===== config.mk =====
export PLATFORM = sky130hd
export DESIGN_NAME = serial_tc_receiver_flat
export DESIGN_NICKNAME = d
export VERILOG_FILES = /design/src/rtl/serial_tc_receiver_if.sv /design/src/rtl/serial_tc_receiver.sv /design/src/flat_wrapper.sv
export SDC_FILE = /design/constraint.sdc
export NUM_CORES = 1
export LEC_CHECK = 0
export CAP_MARGIN = 20
export CORE_UTILIZATION = 35
export DETAILED_ROUTE_END_ITERATION = 8
export GPL_TIMING_DRIVEN = 1
export HOLD_SLACK_MARGIN = 0.05
export PLACE_DENSITY = 0.68
export SYNTH_ARGS = -nofsm -noshare
export SYNTH_HDL_FRONTEND = slang
export SYNTH_SLANG_ARGS = --single-unit

===== constraint.sdc =====
create_clock -name t_clk -period 1.6 [get_ports t_clk]
set_clock_uncertainty 0.1 [all_clocks]
set_input_delay 0.16 -clock t_clk [delete_from_list [all_inputs] [get_ports t_clk]]
set_output_delay 0.16 -clock t_clk [all_outputs]
set_load 0.03 [all_outputs]

===== src/rtl/serial_tc_receiver_if.sv =====
// +----------------------------------------------------------------------+
// | serial_tc_receiver_if : serial-in / parallel-out link bundle          |
// | Rev 1.0                                                              |
// +----------------------------------------------------------------------+
`default_nettype none

interface serial_tc_receiver_if #(
  parameter int W = 8
);
  logic         s_in;
  logic         s_vld;
  logic         s_sof;
  logic [W-1:0] p_raw;
  logic [W-1:0] p_out;
  logic         p_vld;
  logic         p_min;
  logic         frm_err;

  modport master (
    output s_in, s_vld, s_sof,
    input  p_raw, p_out, p_vld, p_min, frm_err
  );

  modport slave (
    input  s_in, s_vld, s_sof,
    output p_raw, p_out, p_vld, p_min, frm_err
  );
endinterface

`default_nettype wire


===== src/rtl/serial_tc_receiver.sv =====
// +----------------------------------------------------------------------+
// | serial_tc_receiver : LSB-first frame deserialiser with serial        |
// | two's-complement recovery of the original operand.                   |
// | Rev 1.0                                                              |
// +----------------------------------------------------------------------+
`default_nettype none

module serial_tc_receiver #(
  parameter int W = 8
) (
  input  wire logic             t_clk,
  input  wire logic             r_n,
  serial_tc_receiver_if.slave   bus
);

  localparam int                 c_cnt_w    = $clog2(W);
  localparam logic [c_cnt_w-1:0] c_last     = c_cnt_w'(W - 1);
  localparam logic [W-1:0]       c_min_word = {1'b1, {(W-1){1'b0}}};

  typedef enum logic [0:0] {
    IDLE  = 1'b0,
    SHIFT = 1'b1
  } state_t;

  state_t               r_state;
  state_t               w_state_nxt;
  logic [c_cnt_w-1:0]   r_cnt;
  logic [c_cnt_w-1:0]   w_cnt_nxt;
  logic                 r_seen;
  logic                 w_seen_nxt;
  // Bit 0 of each shift register is shifted out before it is ever read, so it is not kept.
  logic [W-1:1]         r_sh_raw;
  logic [W-1:1]         w_sh_raw_nxt;
  logic [W-1:1]         r_sh_out;
  logic [W-1:1]         w_sh_out_nxt;
  logic [W-1:0]         r_p_raw;
  logic [W-1:0]         w_p_raw_nxt;
  logic [W-1:0]         r_p_out;
  logic [W-1:0]         w_p_out_nxt;
  logic                 r_p_min;
  logic                 w_p_min_nxt;
  logic                 r_p_vld;
  logic                 w_p_vld_nxt;
  logic                 r_frm_err;
  logic                 w_frm_err_nxt;

  logic                 w_accept;
  logic                 w_restart;
  logic                 w_last;
  logic                 w_seen_eff;
  logic                 w_rb;
  logic [W-1:0]         w_raw_word;
  logic [W-1:0]         w_out_word;

  always_ff @(posedge t_clk or negedge r_n) begin
    if (!r_n) begin
      r_state   <= IDLE;
      r_cnt     <= '0;
      r_seen    <= 1'b0;
      r_sh_raw  <= '0;
      r_sh_out  <= '0;
      r_p_raw   <= '0;
      r_p_out   <= '0;
      r_p_min   <= 1'b0;
      r_p_vld   <= 1'b0;
      r_frm_err <= 1'b0;
    end else begin
      r_state   <= w_state_nxt;
      r_cnt     <= w_cnt_nxt;
      r_seen    <= w_seen_nxt;
      r_sh_raw  <= w_sh_raw_nxt;
      r_sh_out  <= w_sh_out_nxt;
      r_p_raw   <= w_p_raw_nxt;
      r_p_out   <= w_p_out_nxt;
      r_p_min   <= w_p_min_nxt;
      r_p_vld   <= w_p_vld_nxt;
      r_frm_err <= w_frm_err_nxt;
    end
  end

  always_comb begin
    w_state_nxt   = r_state;
    w_cnt_nxt     = r_cnt;
    w_seen_nxt    = r_seen;
    w_sh_raw_nxt  = r_sh_raw;
    w_sh_out_nxt  = r_sh_out;
    w_p_raw_nxt   = r_p_raw;
    w_p_out_nxt   = r_p_out;
    w_p_min_nxt   = r_p_min;
    w_p_vld_nxt   = 1'b0;
    w_frm_err_nxt = 1'b0;
    w_accept      = 1'b0;
    w_restart     = 1'b0;

    case (r_state)
      IDLE: begin
        if (bus.s_vld) begin
          if (bus.s_sof) begin
            w_accept    = 1'b1;
            w_restart   = 1'b1;
            w_state_nxt = SHIFT;
          end else begin
            w_frm_err_nxt = 1'b1;
          end
        end
      end
      SHIFT: begin
        if (bus.s_vld) begin
          w_accept = 1'b1;
          // A new start-of-frame abandons the partial frame, even at the last bit slot.
          if (bus.s_sof) begin
            w_restart     = 1'b1;
            w_frm_err_nxt = 1'b1;
          end
        end
      end
      default: w_state_nxt = IDLE;
    endcase

    w_seen_eff = w_restart ? 1'b0 : r_seen;
    w_rb       = w_seen_eff ? ~bus.s_in : bus.s_in;
    w_raw_word = {bus.s_in, r_sh_raw};
    w_out_word = {w_rb, r_sh_out};
    w_last     = (r_state == SHIFT) && !bus.s_sof && (r_cnt == c_last);

    if (w_accept) begin
      w_sh_raw_nxt = w_raw_word[W-1:1];
      w_sh_out_nxt = w_out_word[W-1:1];
      w_seen_nxt   = w_seen_eff | bus.s_in;
      w_cnt_nxt    = w_restart ? c_cnt_w'(1) : r_cnt + c_cnt_w'(1);
      if (w_last) begin
        w_p_raw_nxt = w_raw_word;
        w_p_out_nxt = w_out_word;
        w_p_min_nxt = (w_raw_word == c_min_word);
        w_p_vld_nxt = 1'b1;
        w_state_nxt = IDLE;
        w_cnt_nxt   = '0;
        w_seen_nxt  = 1'b0;
      end
    end
  end

  assign bus.p_raw   = r_p_raw;
  assign bus.p_out   = r_p_out;
  assign bus.p_min   = r_p_min;
  assign bus.p_vld   = r_p_vld;
  assign bus.frm_err = r_frm_err;

endmodule

`default_nettype wire


===== src/flat_wrapper.sv =====
// flat-port wrapper written by rule: the top's interface ports become plain ports
module serial_tc_receiver_flat 
#(
  parameter int W = 8
)
  (t_clk, r_n, bus_s_in, bus_s_vld, bus_s_sof, bus_p_raw, bus_p_out, bus_p_vld, bus_p_min, bus_frm_err);
  serial_tc_receiver_if #(.W(W)) bus_i ();
  input  wire logic t_clk;
  input  wire logic r_n;
  input wire logic [$bits(bus_i.s_in)-1:0] bus_s_in;
  input wire logic [$bits(bus_i.s_vld)-1:0] bus_s_vld;
  input wire logic [$bits(bus_i.s_sof)-1:0] bus_s_sof;
  output wire logic [$bits(bus_i.p_raw)-1:0] bus_p_raw;
  output wire logic [$bits(bus_i.p_out)-1:0] bus_p_out;
  output wire logic [$bits(bus_i.p_vld)-1:0] bus_p_vld;
  output wire logic [$bits(bus_i.p_min)-1:0] bus_p_min;
  output wire logic [$bits(bus_i.frm_err)-1:0] bus_frm_err;
  assign bus_i.s_in = bus_s_in;
  assign bus_i.s_vld = bus_s_vld;
  assign bus_i.s_sof = bus_s_sof;
  assign bus_p_raw = bus_i.p_raw;
  assign bus_p_out = bus_i.p_out;
  assign bus_p_vld = bus_i.p_vld;
  assign bus_p_min = bus_i.p_min;
  assign bus_frm_err = bus_i.frm_err;
  serial_tc_receiver #(.W(W)) u_core (.t_clk(t_clk), .r_n(r_n), .bus(bus_i));
endmodule

==> run summary, run 1 <==
Top cell type by total area after synthesis: dfrtp_1
Final cell utilization of the core: 49.61%
Worst Path Class, Setup: flip-flop to flip-flop
Antenna-violating nets left: 0
Commonest non-fill, non-tap cell in the layout: dfrtp_1
R2R setup slack: 0.02 ns
Worst hold slack: 0.1420 ns
Post-Syn Area: 1675 µm²
DP HPWL: 2022 µm
Vias in the first global route: 1022
Htree depth: 2
Max frequency: 0.6336 GHz
Synth area leaders: dfrtp_1, mux2_4, buf_6
Syn nets: 120
Gr usage total: 12.93%
Ys Warns: 0
Fillers: 369
Vias/cell: 4.750
Largest net degree at the start of global routing: 39
GR Overflow Total: 0
Number of flops mapped to enable cells by yosys: 0
CP max FO: 11
Clock latency at the later pin of the worst-skew pair: 0.29 ns
Tmin final: 1.578 ns
Placed cells: 190
Synthesis-stage register bit count: 38
Setup WS post-layout: 0.02179 ns
Area after DPL: 2008 µm²
Vias: 950
Worst VDD drop: 0.0006773 V
DRT Pass-1 Iters: 6
Worst endpoint required time: 1.68 ns
Pwr Density: 1438 nW/µm²
Post-CTS Hold Buffers: 0
TNS Setup: 0 ns
RSZ-0062 raised after global routing: true
Port-buffer cells: 23
DRC viols: 2
Most frequent cells in the layout: dfrtp_1, mux2_4, nand2_1, dlymetal6s2s_1
WL/cell: 14.88 µm
Post-synth cell types: 19
Area of the multi-input gates: 649.4 µm²
Status: finished, violations left
CTS tree: done
Post-Synthesis Cells: 112
Routed WL: 2975 µm
CP startpoint kind: flip-flop
Chip Width: 71.19 µm
End of the critical path: u_core.bus.p_out[0]
Pre-CTS WS: -0.2160 ns
Die Y: 71.19 µm
Register Area: 950.9 µm²
Share of cells above drive strength 1: 34.46%
RR Endpoint: u_core.bus.p_out[0]
Failing checks: design-rule violations
Launch point of the worst path: u_core.r_cnt[1]
Worst Setup End Kind: flip-flop
Max clock buf depth: 2
Max Cap Viol: 0
Layout area overhead: 32.49%
CTS Buf Count: 5
First-pass GRT wire length: 4919 µm
Detailed Route Iter0 Violations: 68
Synth top area share: 56.76%
Core area: 4474 µm²
Worst-path clk slew: 0.07 ns
Gp weighted congestion: 0.7512
Synth Flop Type: dfrtp_1
Max_slew headroom: 62.75%
Final Net Count: 155
Site Rows: 24
Final Hold Fails: 0
Async SR Flop Fraction: 100.0%
Final Cell Area: 2220 µm²
Worst reg2reg path depth: 5
Antenna Cells: 0
Worst-margin pin slew: 0.5566 ns
Starting Density: 37.44%
Sink Count: 38
Initial antenna violation count: 0
RR Startpoint: u_core.r_cnt[1]
Sequential share of the synthesized area: 56.76%
Static leakage: 1.282 nW
Pins Over Slew Limit: 0
Setup violators final: 0
Syn Area/Cell: 14.96 µm²
Total power: 3.191 mW
Final Cycle Share: 98.64%
CP arrival: 1.66 ns
Layout Cells excl Fill: 200
Worst min path class: primary input to asynchronous set/reset pin
Num ports: 24
Die Area: 5067 µm²
Clock root buffer: clkbuf_8
## kinds of logic (layout without fill, tap and decap cells)
| group | after synthesis | after routing | synth area share (%) |
|---|---|---|---|
| mux | 28 | 28 | 23.75 |
| fa+ha+maj | 3 | 3 | 2.241 |
| flops | 38 | 38 | 56.76 |
| buf+inv | 12 | 48 | 5.377 |
| compound gates | 11 | 11 | 4.631 |
| xor+xnor | 1 | 1 | 0.5229 |
| simple gates | 19 | 19 | 6.722 |
## where the power goes
part / switching, mW / internal [mW]
combinational: 0.364 / 0.450
clock: 0.338 / 0.665
sequential: 0.181 / 1.19
total: 0.884 / 2.31
## layout make-up
type                            count  share of cell area [%]
Tap cell                           52                   2.931
Inverter                            6                   1.015
Clock buffer                        6                   3.720
Multi-Input combinational cell     62                   29.26
Timing Repair Buffer               34                   17.53
Sequential cell                    38                   42.84
Clock inverter                      2                   2.706
## Yosys cell counts, drive strengths merged (2+ instances only)
cell type and n:
inv 6, o22ai 2, ha 3, nor2b 2
nand2 11, and2 2, dfrtp 38, buf 6
mux2 28, o21ai 7
## registers in the layout (all words and copies together), names as in the netlist
| name | flops |
|---|---|
| u_core.bus.p_vld | 1 |
| u_core.r_seen | 1 |
| u_core.r_state | 1 |
| u_core.bus.p_out | 8 |
| u_core.bus.frm_err | 1 |
| u_core.r_cnt | 3 |
| u_core.bus.p_min | 1 |
| u_core.r_sh_raw | 7 |
| u_core.bus.p_raw | 8 |
| u_core.r_sh_out | 7 |
## how the worst min path moves through the flow
stage | endpoint | cells after the start
after global placement | u_core.r_seen | 2
after detailed placement | u_core.r_seen | 2
final | u_core.bus.p_out[2] | 2
after CTS | u_core.bus.p_out[5] | 2
after global routing | u_core.bus.p_out[5] | 2
after floorplan | u_core.bus.frm_err | 0
## worst max-delay path, cell delays in order, from the launching register on
cell	delay, ns
dfrtp_1	0.36
ha_2	0.21
ha_4	0.15
nand4b_4	0.16
buf_12	0.20
mux2_4	0.29
## repair_timing
| action | in CTS | in global routing |
|---|---|---|
| setup buffers | 0 | 1 |
| pin swaps | 0 | 2 |
| resized for setup | 7 | 12 |
| setup endpoints to repair | 21 | 29 |
| cloned | 0 | 1 |
## per-layer routing
layer / vias to the layer above / GRT usage, % / part of all wire, %
met1: 472 / 17.14 / 46
met3: 8 / 3.704 / 4.3
met5: - / 0 / 0
met2: 22 / 18.94 / 47
li1: 448 / - / -
met4: 0 / 7.333 / 2.2
Note: power is estimated with default switching activity, not from simulation.
==> inputs of run 2 (changes only) <==
- PLACE_DENSITY: 0.68 -> 0.66
- clock period: 1.6 -> 1.5 ns (I/O delays scaled with it)
==> run summary, run 2 (synthesis results as in run 1) <==
Max_slew headroom: 70.26% (was 62.75%)
Sink Count: 38 (unchanged)
Vias: 967 (was 950)
Num ports: 24 (unchanged)
Detailed Route Iter0 Violations: 48 (was 68)
Final Net Count: 164 (was 155)
Net Switching: 0.9138 mW (was 0.8841 mW)
Worst reg2reg path depth: 5 (unchanged)
DRT Pass-1 Iters: 5 (was 6)
Worst-margin pin slew: 0.4460 ns (was 0.5566 ns)
Gp weighted congestion: 0.7574 (was 0.7512)
Worst endpoint required time: 1.57 ns (was 1.68 ns)
Most frequent cells in the layout: dfrtp_1, mux2_4, dlygate4sd2_1 (was dfrtp_1, mux2_4, nand2_1, dlymetal6s2s_1)
Total power: 3.147 mW (was 3.191 mW)
Logic pwr share: 27.3% (was 25.5%)
CP startpoint kind: flip-flop (unchanged)
Vias in the first global route: 1014 (was 1022)
DP HPWL: 1982 µm (was 2022 µm)
Clock root buffer: clkbuf_8 (unchanged)
Max Cap Viol: 0 (unchanged)
Hold path start: bus_s_sof
Reg power frac: 46.1% (was 43.0%)
Port-buffer cells: 23 (unchanged)
Pwr Density: 1433 nW/µm² (was 1438 nW/µm²)
Largest net degree at the start of global routing: 21 (was 39)
Site Rows: 24 (unchanged)
WL/cell: 13.49 µm (was 14.88 µm)
First-pass GRT wire length: 4788 µm (was 4919 µm)
RR Endpoint: u_core.bus.p_out[6] (was u_core.bus.p_out[0])
Worst Path Class, Setup: flip-flop to flip-flop (unchanged)
Setup violators final: 16 (was 0)
Final Hold Fails: 0 (unchanged)
Htree depth: 2 (unchanged)
Setup WS post-layout: -0.04653 ns (was 0.02179 ns)
Starting Density: 37.44% (unchanged)
Worst Hold End: u_core.r_state
Tmin final: 1.547 ns (was 1.578 ns)
Worst VDD drop: 0.0007605 V (was 0.0006773 V)
R2R setup slack: -0.05 ns (was 0.02 ns)
Clock latency at the later pin of the worst-skew pair: 0.29 ns (about the same)
Worst hold path depth: 3
Highest metal used: met4 (unchanged)
Commonest non-fill, non-tap cell in the layout: dfrtp_1 (unchanged)
Initial antenna violation count: 0 (unchanged)
Max frequency: 0.6466 GHz (was 0.6336 GHz)
Max clock buf depth: 2 (unchanged)
Antenna Cells: 0 (unchanged)
Antenna-violating nets left: 0 (unchanged)
Worst-path clk slew: 0.07 ns (about the same)
CTS Buf Count: 5 (unchanged)
WL met3: 119 µm (was 127 µm)
Status: finished, violations left (unchanged)
CTS tree: done (unchanged)
Pins Over Slew Limit: 0 (unchanged)
Layout area overhead: 31.14% (was 32.49%)
Gr usage total: 12.91% (was 12.93%)
Final cell utilization of the core: 49.11% (was 49.61%)
GR Overflow Total: 0 (unchanged)
DRC viols: 3 (was 2)
Met2 Routed Length: 1314 µm (was 1412 µm)
CP arrival: 1.62 ns (was 1.66 ns)
CP max FO: 12 (was 11)
Worst min path class: primary input to flip-flop (was primary input to asynchronous set/reset pin)
Die Y: 71.19 µm (unchanged)
Die Area: 5067 µm² (unchanged)
Routed WL: 2820 µm (was 2975 µm)
Chip Width: 71.19 µm (unchanged)
Clock group share of total power: 26.6% (was 31.4%)
Vias/cell: 4.627 (was 4.750)
RSZ-0062 raised after global routing: true (unchanged)
P_int: 2.234 mW (was 2.307 mW)
Core area: 4474 µm² (unchanged)
Share of cells above drive strength 1: 38.22% (was 34.46%)
Static leakage: 1.176 nW (was 1.282 nW)
M1 wire length: 1340 µm (was 1370 µm)
Worst Setup End Kind: flip-flop (unchanged)
Final Cycle Share: 103.1% (was 98.64%)
RR Startpoint: u_core.r_cnt[0] (was u_core.r_cnt[1])
Sw frac: 29.03% (was 27.71%)
Failing checks: design-rule violations, negative setup slack (was design-rule violations)
[run 2: worst max path at each step]
stage | from | end | slack, ns
finish | u_core.r_cnt[0] | u_core.bus.p_out[6] | -0.05
global route | u_core.r_cnt[0] | u_core.bus.p_out[1] | -0.09
CTS | u_core.r_cnt[0] | u_core.bus.p_out[6] | -0.06
detailed placement | bus_s_sof | u_core.r_sh_raw[5] | -0.31
global placement | bus_s_sof | u_core.r_sh_raw[2] | -0.26
floorplan | u_core.r_cnt[0] | u_core.bus.p_out[0] | 0.00007
[run 2: through the flow]
step | setup TNS (ns) | area [µm²] | worst slack, ns | hold WS (ns) | instances
floorplan | 0 | 1694 | 0.00007205 | -0.2456 | 112
global placement | -5.694 | 2041 | -0.2649 | 0.01686 | 193
detailed placement | -7.159 | 2041 | -0.3116 | 0.02168 | 193
CTS | -0.6841 | 2185 | -0.05812 | 0.2474 | 208
global route | -1.183 | 2197 | -0.08505 | 0.2441 | 209
finish | -0.4988 | 2197 | -0.04653 | 0.2042 | 209
[run 2: layout make-up]
| cell class | instances | area (µm²) |
|---|---|---|
| timing repair buffer | 43 | 394.1 |
| clock inverter | 1 | 30.03 |
| sequential | 38 | 950.9 |
| tap | 52 | 65.06 |
| inverter | 6 | 22.52 |
| multi-input combinational | 62 | 658.1 |
| fill | 395 | 2277 |
| clock buffer | 7 | 76.32 |
[run 2: worst max-delay path, stage by stage, from the launching register on]
cell and delay (ns):
dfrtp_1 0.38, ha_2 0.21, ha_4 0.17, nand4b_4 0.11
buf_12 0.16, mux2_4 0.30
[run 2: power by group through the flow]
stage | sequential (mW) | combinational (mW) | clock [mW]
finish | 1.45 | 0.858 | 0.837
CTS | 1.46 | 0.863 | 0.871
detailed placement | 1.48 | 0.899 | 0
global route | 1.49 | 0.917 | 0.919
floorplan | 1.62 | 0.414 | 0
global placement | 1.47 | 0.873 | 0
[run 2: timing repair]
item | in CTS | in global routing
endpoints found under the hold margin | 31 | 0
pin swaps | 1 | 0
buffers inserted | 6 | 1
hold buffers | 1 | 0
setup endpoints to repair | 37 | 19
resized for setup | 21 | 2
[run 2: per-layer routing]
metal	track usage (%)	vias up
met3	5.556	6
met1	15.72	467
li1	-	474
met4	6.000	0
met5	0	-
met2	19.79	20
